File: config.mk
export PLATFORM = sky130hd
export DESIGN_NAME = vec_addsub_fixed
export DESIGN_NICKNAME = d
export VERILOG_FILES = /design/src/rtl/vec_addsub_fixed.sv
export SDC_FILE = /design/constraint.sdc
export NUM_CORES = 1
export LEC_CHECK = 0
export ABC_AREA = 1
export CAP_MARGIN = 20
export CORE_UTILIZATION = 55
export CTS_CLUSTER_SIZE = 16
export DETAILED_ROUTE_END_ITERATION = 10
export GPL_ROUTABILITY_DRIVEN = 0
export PLACE_DENSITY_LB_ADDON = 0.08
export SLEW_MARGIN = 30
export SYNTH_ARGS = -nofsm -noshare
export SYNTH_HDL_FRONTEND = slang
export SYNTH_SLANG_ARGS = --single-unit
File: constraint.sdc
create_clock -name clk -period 5.5 [get_ports clk]
set_input_delay 0.825 -clock clk [delete_from_list [all_inputs] [get_ports clk]]
set_output_delay 0.825 -clock clk [all_outputs]
set_load 0.01 [all_outputs]
File: src/rtl/vec_addsub_fixed.sv
// rtl/vec_addsub_fixed.sv - pipelined multi-lane saturating fixed-point add/sub
module vec_addsub_fixed #(
   parameter int LANES     = 4,
   parameter int WIDTH     = 16,
   parameter int FRAC_BITS = 8
) (
   input  logic                   clk,
   input  logic                   rst_n,
   input  logic                   in_valid,
   output logic                   in_ready,
   input  logic [1:0]             in_op,
   input  logic                   in_sat_en,
   input  logic [LANES*WIDTH-1:0] in_a,
   input  logic [LANES*WIDTH-1:0] in_b,
   output logic                   out_valid,
   input  logic                   out_ready,
   output logic [LANES*WIDTH-1:0] out_result,
   output logic [LANES-1:0]       out_c,
   output logic [LANES-1:0]       out_n,
   output logic [LANES-1:0]       out_v,
   output logic [LANES-1:0]       out_z,
   output logic [LANES-1:0]       sticky_v,
   input  logic                   sticky_clr
);

   localparam logic [WIDTH-1:0] MAXP = {1'b0, {(WIDTH-1){1'b1}}};
   localparam logic [WIDTH-1:0] MINN = {1'b1, {(WIDTH-1){1'b0}}};

   logic                   s1_valid;
   logic                   s1_sat;
   logic                   s1_abs;
   logic [WIDTH:0]         s1_r [LANES];
   logic [LANES-1:0]       s1_c;
   logic                   s1_load;
   logic                   s2_load;

   logic [WIDTH:0]         r_next [LANES];
   logic [LANES-1:0]       c_next;
   logic [LANES-1:0]       v_next;
   logic [LANES-1:0]       n_next;
   logic [LANES-1:0]       z_next;
   logic [LANES*WIDTH-1:0] res_next;

   assign s2_load  = !out_valid || out_ready;
   assign s1_load  = !s1_valid || s2_load;
   assign in_ready = s1_load;

   genvar i;
   generate
      for (i = 0; i < LANES; i++) begin : g_lane
         logic [WIDTH:0]       a_x;
         logic [WIDTH:0]       b_x;
         logic [WIDTH:0]       diff;
         logic [FRAC_BITS-1:0] fa;
         logic [FRAC_BITS-1:0] fb;
         logic [FRAC_BITS:0]   fsum;
         logic [WIDTH:0]       r;
         logic                 c;
         logic [WIDTH-1:0]     res;
         logic                 ovf;

         assign a_x  = {in_a[i*WIDTH+WIDTH-1], in_a[i*WIDTH +: WIDTH]};
         assign b_x  = {in_b[i*WIDTH+WIDTH-1], in_b[i*WIDTH +: WIDTH]};
         assign fa   = in_a[i*WIDTH +: FRAC_BITS];
         assign fb   = in_b[i*WIDTH +: FRAC_BITS];
         assign diff = a_x - b_x;
         assign fsum = {1'b0, fa} + {1'b0, fb};

         // Exact WIDTH+1-bit result; for |A-B| the borrow is that of larger minus smaller
         always_comb begin
            r = a_x + b_x;
            c = fsum[FRAC_BITS];
            case (in_op)
               2'b01: begin
                  r = diff;
                  c = fa < fb;
               end
               2'b10: begin
                  r = b_x - a_x;
                  c = fb < fa;
               end
               2'b11: begin
                  r = diff[WIDTH] ? -diff : diff;
                  c = diff[WIDTH] ? (fb < fa) : (fa < fb);
               end
               default: ;
            endcase
         end

         assign r_next[i] = r;
         assign c_next[i] = c;

         // Magnitudes are unsigned, so any bit above the sign position means overflow
         always_comb begin
            if (s1_abs)
               ovf = s1_r[i][WIDTH] | s1_r[i][WIDTH-1];
            else
               ovf = s1_r[i][WIDTH] ^ s1_r[i][WIDTH-1];
            res = s1_r[i][WIDTH-1:0];
            if (s1_sat && ovf)
               res = (s1_r[i][WIDTH] && !s1_abs) ? MINN : MAXP;
         end

         assign res_next[i*WIDTH +: WIDTH] = res;
         assign v_next[i] = ovf;
         assign n_next[i] = res[WIDTH-1];
         assign z_next[i] = (res == '0);
      end
   endgenerate

   always_ff @(posedge clk or negedge rst_n) begin
      if (!rst_n) begin
         s1_valid <= 1'b0;
         s1_sat   <= 1'b0;
         s1_abs   <= 1'b0;
         s1_c     <= '0;
         for (int k = 0; k < LANES; k++)
            s1_r[k] <= '0;
      end else if (s1_load) begin
         s1_valid <= in_valid;
         if (in_valid) begin
            s1_sat <= in_sat_en;
            s1_abs <= (in_op == 2'b11);
            s1_c   <= c_next;
            for (int k = 0; k < LANES; k++)
               s1_r[k] <= r_next[k];
         end
      end
   end

   always_ff @(posedge clk or negedge rst_n) begin
      if (!rst_n) begin
         out_valid  <= 1'b0;
         out_result <= '0;
         out_c      <= '0;
         out_n      <= '0;
         out_v      <= '0;
         out_z      <= '0;
         sticky_v   <= '0;
      end else begin
         if (s2_load) begin
            out_valid <= s1_valid;
            if (s1_valid) begin
               out_result <= res_next;
               out_c      <= s1_c;
               out_n      <= n_next;
               out_v      <= v_next;
               out_z      <= z_next;
            end
         end
         // A set in the same cycle as a clear takes priority
         sticky_v <= (sticky_v & ~{LANES{sticky_clr}}) |
                     ((out_valid && out_ready) ? out_v : '0);
      end
   end

endmodule

==> flow_summary.toml, run 1 <==
[global_route]
track_usage_pct = 32.6
grt-ovfl-total = 0
grt_pass1_wl_um = 90100
grt_start_max_net_pins = 89
grt_pass1_vias = 18800
antenna_found_initial = 0

[cells_and_area]
drive_gt1_share_pct = 5.16
area_growth_pct = 16.9
nFillCells = 3106
insertedDiodeCount = 0
nets = 3499
final_core_util_pct = 65.8

[yosys]
synthCells = 3003
ys_async_sr_fraction_pct = 100
yosys-top-cells-area = "dfrtp_1 (21%), nand2_1 (18%), ha_1 (12%)"
synthTopCellsByCount = "nand2_1 (889), inv_1 (459), nor2_1 (265), nand3_1 (245), a21oi_1 (228)"
syn_nets = 3319
yosysTopAreaCellShare_pct = 21.1
yosys_register_bits = 156
synth_top_cell_by_area = "dfrtp_1"
synthesis.area_sq_um = 18500
seq_area_frac_synth_pct = 21.1
synth_flop_cell = "dfrtp_1"
ys_types = 59
yosysMostFrequentCell = "nand2_1"
synth.avg_cell_area_sq_um = 6.15
yosysWarnings = 0
synth_edf_count = 0

[timing]
maxSlewViolCount = 0
post-route-min-period_ps = 4180
max_freq_mhz = 239
worst_hold_slack_ps = 367
rsz0062_at_grt = "false"
finalSetupViolCount = 0
setup_tns_ps = 0
relSlewSlack_pct = 37.1
worstMarginPinSlew_ps = 939
final_hold_viol_count = 0
fin_crit_sh_pct = 75.9
skew_ps = 12.7

[floorplanning]
dieArea_sq_um = 34300
die_h_um = 185
start_util_pct = 56.3
io_pins = 222
coreArea_sq_um = 32800
fp.dieW_um = 185
std_cell_rows = 66

[run]
drv_cap = 0

[worst_setup_path]
startpoint_type = "input port"
crit_arrival_ps = 4500
worstReg2RegEnd = "out_z[3]"
crit_fanout = 5
critPathLaunch = "in_a[50]"
reg2reg_depth = 9
crit_path_end_kind = "register"
rr_startpoint = "s1_r[15]"
critical_path_class = "input port to register"
ff2ff_setup_slack_ps = 2960
crit_required_ps = 5830

[clock_network]
cts_resized = 0
postCtsHoldBufs = 0
h-tree-depth = 4
cts-buffers-inserted = 17
clock_latency_ps = 440
ctsRootBufferMaster = "clkbuf_16"
clockBufferDepth = 2
cts_sinks = 156
cts_tree = "done"
path_clk_slew_ps = 70
cts_setup_buffers = 0

[placement]
port-buffer-count = 221
dp_hpwl_um = 43800

[detailed_routing]
drt_first_pass_iters = 5
ant_nets = 0
drt_iter0_drc = 1608
via_per_inst = 5.53
avgRoutedWirePerCell_um = 15.2
vias = 20100
wl_um = 55300
drc = 0

[pwr]
p_switching_mw = 2.68
combPwrFrac_pct = 51.0
peakVddDrop_mv = 0.260
seqPwrFrac_pct = 28.8
intPower_mw = 3.51
p_sw_share_pct = 43.3
p_leak_nw = 11.5
p_per_area_nw_per_um2 = 287
p_clk_share_pct = 20.2

[hold_path]
min_path_type = "input port to async pin"

[status]
status = "completed"
state kept, by name, indices dropped and copies added, names as in the netlist:
name	flops
out_result	64
s1_c	4
s1_sat	1
out_v	4
s1_r	68
s1_valid	1
sticky_v	4
out_z	4
out_c	4
out_valid	1
s1_abs	1
logic make-up (layout without fill, tap and decap cells):
kind of cell               after synthesis  after routing  synth area share (%)
DFF                                    156            156                  21.1
adders and majority gates              180            180                  12.5
AOI/OAI and AO/OA                      449            449                  13.6
and+or+nand+nor                       1597           1597                  37.4
xor gates and xnor gates                74             74                  3.59
buffers and inverters                  547            740                  11.7
critical path, stage by stage:
cell	delay, ps
clkdlybuf4s50_1	530
nor3_1	390
nand4_1	200
or3_1	390
nor3_1	230
nor2_1	80
xor2_1	170
inv_1	60
ha_1	350
nand2_1	100
nor2_1	180
nand3_1	130
nand3_1	190
a31oi_1	150
nand3b_1	180
nand3_1	70
nand2_1	80
a21oi_1	130
nor2_1	50
area by class of cell:
class	instances	area, sq um	share of cell area [%]
clock buffer	17	425	1.97
clock inverter	15	198	0.916
inverter	472	1770	8.22
multi-input combinational	2300	12400	57.5
sequential	156	3900	18.1
tap	442	553	2.56
timing repair buffer	236	2320	10.8
routing by layer:
layer	up-vias	track usage, %	share of wire (%)
li1	10000	-	-
met1	9240	42.0	43
met2	745	54.9	46
met3	116	4.88	7.5
met4	0	12.5	3.2
met5	-	0	0
placed cells by master, fill, tap and decap left out, drive strengths merged, types with 52 or more instances in the layout:
cell type,synthesis,routed
nand2,921,921
inv,470,478
nor2,283,283
nand3,261,261
a21oi,234,234
clkdlybuf4s50,0,219
ha,172,172
dfrtp,156,156
o21ai,133,133
xor2,52,52
metrics by stage:
step	cells	setup WS (ps)	total power, mW	cell area (sq um)
6_report	3638	1320	6.20	21600
5_1_grt	3638	1000	6.65	21600
4_1_cts	3638	1420	6.17	21600
3_5_place_dp	3606	981	4.91	21000
3_3_place_gp	3606	1050	4.82	21000
2_1_floorplan	3003	1860	3.66	18500
power groups by stage:
stage                     Sequential (mW)  Combinational [mW]  Clock [mW]
after global placement               1.79                3.03           0
after CTS                            1.78                3.13        1.25
final                                1.79                3.16        1.25
after global routing                 1.82                3.53        1.30
after detailed placement             1.80                3.11           0
after floorplan                      1.83                1.82           0
worst max-delay path by stage:
stage	to	slack, ps
5_1_grt	s1_r[16]	1000
3_3_place_gp	s1_r[16]	1050
3_5_place_dp	s1_r[16]	980
6_report	s1_r[16]	1320
4_1_cts	s1_r[16]	1420
2_1_floorplan	s1_r[44]	1860
No activity file was read; power rests on OpenSTA's default activity.
==> run 2: changes to the inputs <==
- CORE_UTILIZATION: 55 -> 53
- clock period: 5.5 -> 3.8 ns (I/O delays scaled with it)
==> run 2 against run 1 <==
Against the previous run:
- critical path depth unchanged
- non-clock buffer count increased by 89
- clock power increased by 38%
- global-route usage decreased by 1.2 points
- register-to-register slack got worse by 1800 ps
- utilization decreased by 0.067 points
- setup slack got worse by 980 ps
==> flow_summary.toml, run 2 (same netlist as run 1, synthesis figures left out) <==
[global_route]
grt_start_max_net_pins = 107
track_usage_pct = 31.4
grt_pass1_vias = 19100
antenna_found_initial = 0
grt_pass1_wl_um = 92100
grt-ovfl-total = 0

[cells_and_area]
final_core_util_pct = 65.8
final-seq-area_sq_um = 3900
multi_input_area_sq_um = 12400
fin_area_sq_um = 22300
nFillCells = 3193
insertedDiodeCount = 0
final_cell_mix = "nand2_1 (888), inv_1 (459), nor2_1 (264)"
layout_commonest_cell = "nand2_1"
largest_reg_flops = 68
nets = 3588
area_growth_pct = 20.6
regMostFlops = "s1_r"
top_regs = "s1_r x68, out_result x64"
drive_gt1_share_pct = 7.73

[clock_network]
path_clk_slew_ps = 70
postCtsHoldBufs = 0
ctsRootBufferMaster = "clkbuf_16"
cts_resized = 0
cts_setup_buffers = 0
clock_latency_ps = 450
cts-buffers-inserted = 17
cts_tree = "done"
clockBufferDepth = 2
cts_sinks = 156
h-tree-depth = 4

[pwr]
p_per_area_nw_per_um2 = 405
p_leak_nw = 12.0
peakVddDrop_mv = 0.403

[worst_setup_path]
crit_required_ps = 4140
crit_fanout = 3
crit_path_end_kind = "register"
startpoint_type = "input port"
critical_path_class = "input port to register"
critPathLaunch = "in_a[1]"
crit_arrival_ps = 3800
rr_startpoint = "s1_abs"

[placement]
place_area_sq_um = 21700
pre_cts_slack_ps = -208
port-buffer-count = 221
dp_hpwl_um = 45000

[timing]
fin_crit_sh_pct = 91.0
relSlewSlack_pct = 42.4
final_hold_viol_count = 0
max_freq_mhz = 289
worst_hold_slack_ps = 197
finalSetupViolCount = 0
post-route-min-period_ps = 3460
setup_tns_ps = 0
worstMarginPinSlew_ps = 864
finalWorstSetupSlack_ps = 341
rsz0062_at_grt = "false"
skew_ps = 9.48
maxSlewViolCount = 0

[hold_path]
min_path_type = "input port to async pin"

[detailed_routing]
wl_um = 55900
avgRoutedWirePerCell_um = 15.0
drt_iter0_drc = 1560
via_per_inst = 5.45
drc = 0
ant_nets = 0
drt_first_pass_iters = 7
vias = 20300

[floorplanning]
start_util_pct = 54.5
dieArea_sq_um = 35600
io_pins = 222
std_cell_rows = 67
fp.dieW_um = 189
die_h_um = 189
coreArea_sq_um = 33900

[status]
status = "completed"

[run]
drv_cap = 0
[run 2: layer usage]
metal / track usage, % / up-vias / part of all wire (%)
li1: - / 10200 / -
met1: 41.8 / 9326 / 44
met2: 53.0 / 744 / 46
met3: 3.69 / 104 / 7.0
met4: 9.65 / 0 / 2.4
met5: 0 / - / 0
[run 2: worst max-delay path, stage by stage]
cell	delay, ps
clkdlybuf4s50_1	450
inv_1	100
ha_1	170
nor3b_2	240
nand3_1	180
nor4_1	360
nor2_1	90
xor2_1	150
ha_1	310
a21o_1	210
a21oi_1	190
inv_1	60
a21oi_1	140
nand2_1	80
or2_2	270
nand3_1	70
nand2_1	60
nand2_1	50
nand2_1	40
[run 2: layout make-up]
| type | instances | share of cell area [%] |
|---|---|---|
| Multi-Input combinational cell | 2300 | 55.7 |
| Sequential cell | 156 | 17.5 |
| Timing Repair Buffer | 325 | 13.7 |
| Inverter | 472 | 7.96 |
| Tap cell | 448 | 2.52 |
| Clock buffer | 18 | 1.97 |
| Clock inverter | 14 | 0.663 |
[run 2: path summary, 6_finish.rpt]
check,end,slack (ps),depth (start not counted)
hold reg to reg,out_c[3],480,2
setup / recovery,s1_r[66],340,19
setup reg to reg,out_z[0],1140,8
max in group asynchronous,out_result[33],2680,2
hold / removal,s1_r[11],200,1
min in group clk,out_c[3],480,2
[run 2: report_power, final]
group,switching (mW),internal (mW),total (mW)
logic,2.72,2.00,4.72
registers,0.374,2.20,2.57
clock network,0.779,0.946,1.72
total,3.87,5.15,9.02
[run 2: stage by stage]
stage	power (mW)	cells
floorplan	5.29	3003
global placement	7.14	3701
detailed placement	7.26	3701
CTS	9.00	3733
global route	9.69	3733
finish	9.02	3733
